### config.mk
export PLATFORM = sky130hd
export DESIGN_NAME = demux_1xn_router_flat
export DESIGN_NICKNAME = d
export VERILOG_FILES = /design/src/rtl/demux_1xn_router_pkg.sv /design/src/rtl/demux_1xn_router_if.sv /design/src/rtl/demux_1xn_router_slot.sv /design/src/rtl/demux_1xn_router.sv /design/src/flat_wrapper.sv
export SDC_FILE = /design/constraint.sdc
export NUM_CORES = 1
export LEC_CHECK = 0
export CORE_ASPECT_RATIO = 0.9
export CORE_UTILIZATION = 49
export CTS_CLUSTER_DIAMETER = 200
export DETAILED_ROUTE_END_ITERATION = 10
export GPL_ROUTABILITY_DRIVEN = 0
export PLACE_DENSITY = 0.81
export SLEW_MARGIN = 15
export SYNTH_ARGS = -nofsm -noshare
export SYNTH_HDL_FRONTEND = slang
export SYNTH_SLANG_ARGS = --single-unit
### constraint.sdc
create_clock -name clk -period 5.1 [get_ports clk]
set_clock_uncertainty 0.2 [all_clocks]
set_input_delay 1.53 -clock clk [delete_from_list [all_inputs] [get_ports clk]]
set_output_delay 1.53 -clock clk [all_outputs]
set_load 0.02 [all_outputs]
### src/rtl/demux_1xn_router_pkg.sv
// Shared constants and types for the 1-to-N demultiplexer.
// Latency: n/a (definitions only).
// Backpressure: n/a (definitions only).
//
// Holds the default geometry, the accepted-word counter width and the
// per-slot state encoding used by the slot buffer.
package demux_1xn_router_pkg;

    localparam int DEF_WIDTH = 8;
    localparam int DEF_NOUT  = 4;
    localparam int DEF_SELW  = 2;
    localparam int CNT_W     = 16;

    typedef enum logic {
        SLOT_EMPTY = 1'b0,
        SLOT_FULL  = 1'b1
    } slot_state_e;

endpackage

### src/rtl/demux_1xn_router_if.sv
// Stream bundle between one producer, the demux, and NOUT consumers.
// Latency: n/a (wiring only).
// Backpressure: in_ready toward the producer, out_ready per consumer channel.
//
// slave  : the demux side (takes in_*, drives out_* and in_ready)
// master : the producer/consumer side (drives in_* and out_ready)
interface demux_1xn_router_if
    import demux_1xn_router_pkg::*;
#(
    parameter int WIDTH = DEF_WIDTH,
    parameter int NOUT  = DEF_NOUT,
    parameter int SELW  = DEF_SELW
);
    logic [WIDTH-1:0]      in_data;
    logic [SELW-1:0]       in_sel;
    logic                  in_valid;
    logic                  in_ready;
    logic [NOUT*WIDTH-1:0] out_data;
    logic [NOUT-1:0]       out_valid;
    logic [NOUT-1:0]       out_ready;

    modport slave (
        input  in_data, in_sel, in_valid, out_ready,
        output in_ready, out_data, out_valid
    );

    modport master (
        output in_data, in_sel, in_valid, out_ready,
        input  in_ready, out_data, out_valid
    );
endinterface

### src/rtl/demux_1xn_router_slot.sv
// One-entry holding buffer for a single output channel.
// Latency: 1 cycle from load to out_vld.
// Backpressure: holds its word while out_vld & !drain_rdy; reload allowed in the drain cycle.
//
// Ports: clk, rst_n, load (write enable), load_dat (word to store),
//        drain_rdy (consumer ready), out_dat / out_vld (held word and its valid).
module demux_1xn_router_slot
    import demux_1xn_router_pkg::*;
#(
    parameter int WIDTH = DEF_WIDTH
) (
    input  logic             clk,
    input  logic             rst_n,
    input  logic             load,
    input  logic [WIDTH-1:0] load_dat,
    input  logic             drain_rdy,
    output logic [WIDTH-1:0] out_dat,
    output logic             out_vld
);

    slot_state_e state, state_nxt;

    always_ff @(posedge clk or negedge rst_n) begin
        if (!rst_n) begin
            state <= SLOT_EMPTY;
        end else begin
            state <= state_nxt;
        end
    end

    // A load always leaves the slot full, whether or not the old word drains.
    always_comb begin
        state_nxt = state;
        case (state)
            SLOT_EMPTY: if (load)               state_nxt = SLOT_FULL;
            SLOT_FULL:  if (drain_rdy && !load) state_nxt = SLOT_EMPTY;
            default:                            state_nxt = SLOT_EMPTY;
        endcase
    end

    // Data is only written on load, so it stays put across stalls and
    // keeps its last value once the slot empties.
    always_ff @(posedge clk or negedge rst_n) begin
        if (!rst_n) begin
            out_dat <= '0;
        end else if (load) begin
            out_dat <= load_dat;
        end
    end

    assign out_vld = (state == SLOT_FULL);

endmodule

### src/rtl/demux_1xn_router.sv
// Registered 1-to-N demux: steers each input word into the holding slot named by in_sel.
// Latency: 1 cycle from accept to out_valid/out_data.
// Backpressure: in_ready drops only when the addressed slot is full and not draining; bad selects are always taken and dropped.
//
// Ports: clk, rst_n; bus (slave modport: in_* stream and NOUT out_* channels);
//        sel_err (sticky, a word addressed a channel >= NOUT);
//        acc_cnt (wrapping count of words stored into slots).
module demux_1xn_router
    import demux_1xn_router_pkg::*;
#(
    parameter int WIDTH = DEF_WIDTH,
    parameter int NOUT  = DEF_NOUT,
    parameter int SELW  = DEF_SELW
) (
    input  logic             clk,
    input  logic             rst_n,
    demux_1xn_router_if.slave bus,
    output logic             sel_err,
    output logic [CNT_W-1:0] acc_cnt
);

    localparam int SEL_SPAN = 1 << SELW;

    logic                 sel_ok;
    logic                 accept;
    logic [NOUT-1:0]      load;
    logic [NOUT-1:0]      slot_vld;
    logic [WIDTH-1:0]     slot_dat [NOUT];
    logic [SEL_SPAN-1:0]  slot_open;

    assign sel_ok = (32'(bus.in_sel) < NOUT);

    // One "can take a word" bit per select code. Codes with no channel
    // stay 1 so out-of-range words are swallowed instead of stalling.
    always_comb begin
        slot_open = '1;
        for (int k = 0; k < NOUT; k++) begin
            slot_open[k] = !slot_vld[k] || bus.out_ready[k];
        end
    end

    assign bus.in_ready = slot_open[bus.in_sel];
    assign accept       = bus.in_valid && bus.in_ready;

    for (genvar k = 0; k < NOUT; k++) begin : g_slot
        assign load[k] = accept && sel_ok && (bus.in_sel == SELW'(k));

        demux_1xn_router_slot #(
            .WIDTH (WIDTH)
        ) u_slot (
            .clk       (clk),
            .rst_n     (rst_n),
            .load      (load[k]),
            .load_dat  (bus.in_data),
            .drain_rdy (bus.out_ready[k]),
            .out_dat   (slot_dat[k]),
            .out_vld   (slot_vld[k])
        );
    end

    always_comb begin
        bus.out_data = '0;
        for (int k = 0; k < NOUT; k++) begin
            bus.out_data[k*WIDTH +: WIDTH] = slot_dat[k];
        end
    end

    assign bus.out_valid = slot_vld;

    always_ff @(posedge clk or negedge rst_n) begin
        if (!rst_n) begin
            sel_err <= 1'b0;
            acc_cnt <= '0;
        end else if (accept) begin
            if (sel_ok) begin
                acc_cnt <= acc_cnt + 1'b1;
            end else begin
                sel_err <= 1'b1;
            end
        end
    end

endmodule
### src/flat_wrapper.sv
// flat-port wrapper written by rule: the top's interface ports become plain ports
module demux_1xn_router_flat import demux_1xn_router_pkg::*;
#(
    parameter int WIDTH = DEF_WIDTH,
    parameter int NOUT  = DEF_NOUT,
    parameter int SELW  = DEF_SELW
)
  (clk, rst_n, sel_err, acc_cnt, bus_in_data, bus_in_sel, bus_in_valid, bus_out_ready, bus_in_ready, bus_out_data, bus_out_valid);
  demux_1xn_router_if #(.WIDTH(WIDTH), .NOUT(NOUT), .SELW(SELW)) bus_i ();
  input  logic clk;
  input  logic rst_n;
  output logic sel_err;
  output logic [CNT_W-1:0] acc_cnt;
  input wire logic [$bits(bus_i.in_data)-1:0] bus_in_data;
  input wire logic [$bits(bus_i.in_sel)-1:0] bus_in_sel;
  input wire logic [$bits(bus_i.in_valid)-1:0] bus_in_valid;
  input wire logic [$bits(bus_i.out_ready)-1:0] bus_out_ready;
  output wire logic [$bits(bus_i.in_ready)-1:0] bus_in_ready;
  output wire logic [$bits(bus_i.out_data)-1:0] bus_out_data;
  output wire logic [$bits(bus_i.out_valid)-1:0] bus_out_valid;
  assign bus_i.in_data = bus_in_data;
  assign bus_i.in_sel = bus_in_sel;
  assign bus_i.in_valid = bus_in_valid;
  assign bus_i.out_ready = bus_out_ready;
  assign bus_in_ready = bus_i.in_ready;
  assign bus_out_data = bus_i.out_data;
  assign bus_out_valid = bus_i.out_valid;
  demux_1xn_router #(.WIDTH(WIDTH), .NOUT(NOUT), .SELW(SELW)) u_core (.clk(clk), .rst_n(rst_n), .bus(bus_i), .sel_err(sel_err), .acc_cnt(acc_cnt));
endmodule
==> qor.yml <==
critical_path:
  critPathLaunchType: "primary input"
  cp_data_required_time_ns: 3.37
  setup.worst_path.end_class: "primary output"
  worstPathMaxFanout: 3
  worstSetupPathType: "primary input to primary output"
  cp_data_arrival_time_ns: 3.27
cts:
  clock_sinks: 52
  cts_setup_buffers: 0
  postCtsHoldBufs: 0
  cts_tree: "built"
  cts_buffers: 5
  ctsHtreeMaxLevel: 2
  clk_pin_slew_worst_paths_ns: 0.09
  cts_buffer_depth: 2
  insertion_delay_ns: 0.31
  root_buffer: "clkbuf_8"
  cts_resized: 0
logic_synthesis:
  synthesis.nets: 178
  synth-seq-area-share: 0.584
  synth-edff-count: 0
  synth_area_per_cell_um2: 13.9
  syn-instance-count: 160
  ys.flop_type: "dfrtp_1"
  synth_top_area_share: 0.584
  synth.area.top_cells: "dfrtp_1, mux2_2, xor2_1, nor3_2, xnor2_1"
  ys_types: 31
  ys_ff_latch: 52
  synth.most_common_cell: "dfrtp_1"
  yosys_warnings: 0
  synth_common_cells: "dfrtp_1, mux2_2, xor2_1"
  async_reset_ff_frac: 1.00
  synth_area_um2: 2230
  synth_top_area_cell: "dfrtp_1"
timing:
  tightest_slew_ns: 0.804
  maxSlewHeadroom: 0.462
  fin_tns_setup_ns: 0
  fin_ws_ns: 0.0974
  timing.fmax_mhz: 200
  setup_viol: 0
  finalHoldViolCount: 0
  drv_slew: 0
  rsz0062_at_grt: "no"
  layout_worst_path_cycle_share: 0.981
  finalCriticalPeriod_ns: 5.00
grt:
  grt_pass1_vias: 1563
  grt-ovfl-total: 0
  grt_pass1_wl_um: 7780
  antenna_found_initial: 0
  grt_use_total: 0.224
  grt_start_max_net_pins: 53
power_and_ir_drop:
  power_density_nw_per_um2: 413
  vdd_drop_max_uv: 246
  p_leak_nw: 1.32
floorplanning:
  start_util: 0.529
  design.core.area_um2: 4210
  die_h_um: 66.0
  ios: 71
  die_w_um: 73.1
  fp-row-count: 22
  dieArea_um2: 4820
run_status:
  status: "completed"
drt:
  wirelength_um: 4740
  met2_length_um: 2390
  num_vias: 1486
  drc: 0
  first_iter_violations: 75
  m1WireLength_um: 1940
  first_pass_iters: 4
  wl_met3_um: 340
  highest_layer: "met4"
  wl_per_cell_um: 16.3
  ant_nets: 0
  viasPerCell: 5.12
job:
  maxCapViolCount: 0
final_layout:
  final_nets: 247
  area.growth.synth_to_final_pct: 37.1
  layout-drive-gt1-share: 0.248
  antenna_cells: 0
placed_design:
  numPortBuffers: 69
  dp_hpwl_um: 3490
  pre_cts_ws_ns: 0.0893
min_path:
  holdCritPathClass: "flop to flop"
==> flip-flops by register name, indices dropped and copies added, names as in the netlist <==
signal and cells:
u_core.acc_cnt 16, u_core.g_slot.u_slot.out_dat 32, u_core.g_slot.u_slot.out_vld 4
==> path summary, 6_finish.rpt <==
path,start,end,slack [ns],cells after the start
min,u_core.acc_cnt[15],u_core.acc_cnt[15],0.27,1
max,bus_out_ready[1],bus_in_ready,0.1,5
max in group asynchronous,rst_n,u_core.g_slot[1].u_slot.out_dat[4],3.24,1
min reg2reg,u_core.acc_cnt[15],u_core.acc_cnt[15],0.27,1
max reg2reg,u_core.g_slot[0].u_slot.out_vld,u_core.acc_cnt[15],2.95,5
min in group asynchronous,rst_n,u_core.acc_cnt[15],1.03,1
==> kinds of logic (layout without fill, tap and decap cells) <==
group,after synthesis,in the layout,synth area share
multiplexers,34,34,0.177
flip-flops,52,52,0.584
XOR/XNOR,15,15,0.0590
AND/OR/NAND/NOR,42,42,0.135
other,1,1,0.00168
buffers and inverters,14,84,0.0354
adder cells (fa/ha/maj),1,1,0.00562
AO/OA/AOI/OAI,1,1,0.00225
==> placed cells by master (no fill, tap or decap), types with 2 or more instances in the layout <==
cell type,instances
nor4_1,3
mux2_2,32
dfrtp_1,52
nand2_1,6
nor2b_4,2
nand3_1,5
buf_4,3
nor3_2,6
xnor2_1,6
and4_1,2
nand4_1,2
nor3b_2,2
clkbuf_8,5
clkdlybuf4s50_1,68
xor2_1,9
nor3_1,3
nor2b_1,2
inv_1,4
or2_2,2
nand2b_1,2
==> worst max-delay path, cell delays in order <==
cell,delay [ns]
clkdlybuf4s50_1,0.53
nor2b_4,0.06
mux4_2,0.48
inv_2,0.08
clkdlybuf4s50_1,0.60
==> metrics by stage <==
step / util / area, um2 / hold WS (ns) / power [mW] / cells
after floorplan: - / 2230 / 0.261 / 0.773 / 160
after global placement: 0.699 / 2940 / 0.257 / 0.978 / 282
after detailed placement: 0.699 / 2940 / 0.264 / 0.997 / 282
after CTS: 0.724 / 3050 / 0.275 / 1.27 / 290
after global routing: 0.725 / 3050 / 0.297 / 1.32 / 290
final: 0.725 / 3050 / 0.271 / 1.26 / 290
==> layout make-up <==
type	count	area [um2]
Multi-Input combinational cell	94	847
Timing Repair Buffer	71	703
Sequential cell	52	1300
Fill cell	308	1160
Clock buffer	6	72.6
Clock inverter	2	35.0
Tap cell	60	75.1
Inverter	5	18.8
==> layer usage <==
layer / GRT usage / vias up
met1: 0.251 / 745
met4: 0.0637 / 0
met2: 0.392 / 54
met3: 0.0884 / 6
met5: 0 / -
li1: - / 681
==> power by group <==
part	total [mW]	internal, mW	switching (mW)
sequential	0.555	0.494	0.0611
clock	0.276	0.146	0.130
combinational	0.431	0.220	0.210
total	1.26	0.860	0.402
No activity file was read; power rests on OpenSTA's default activity.
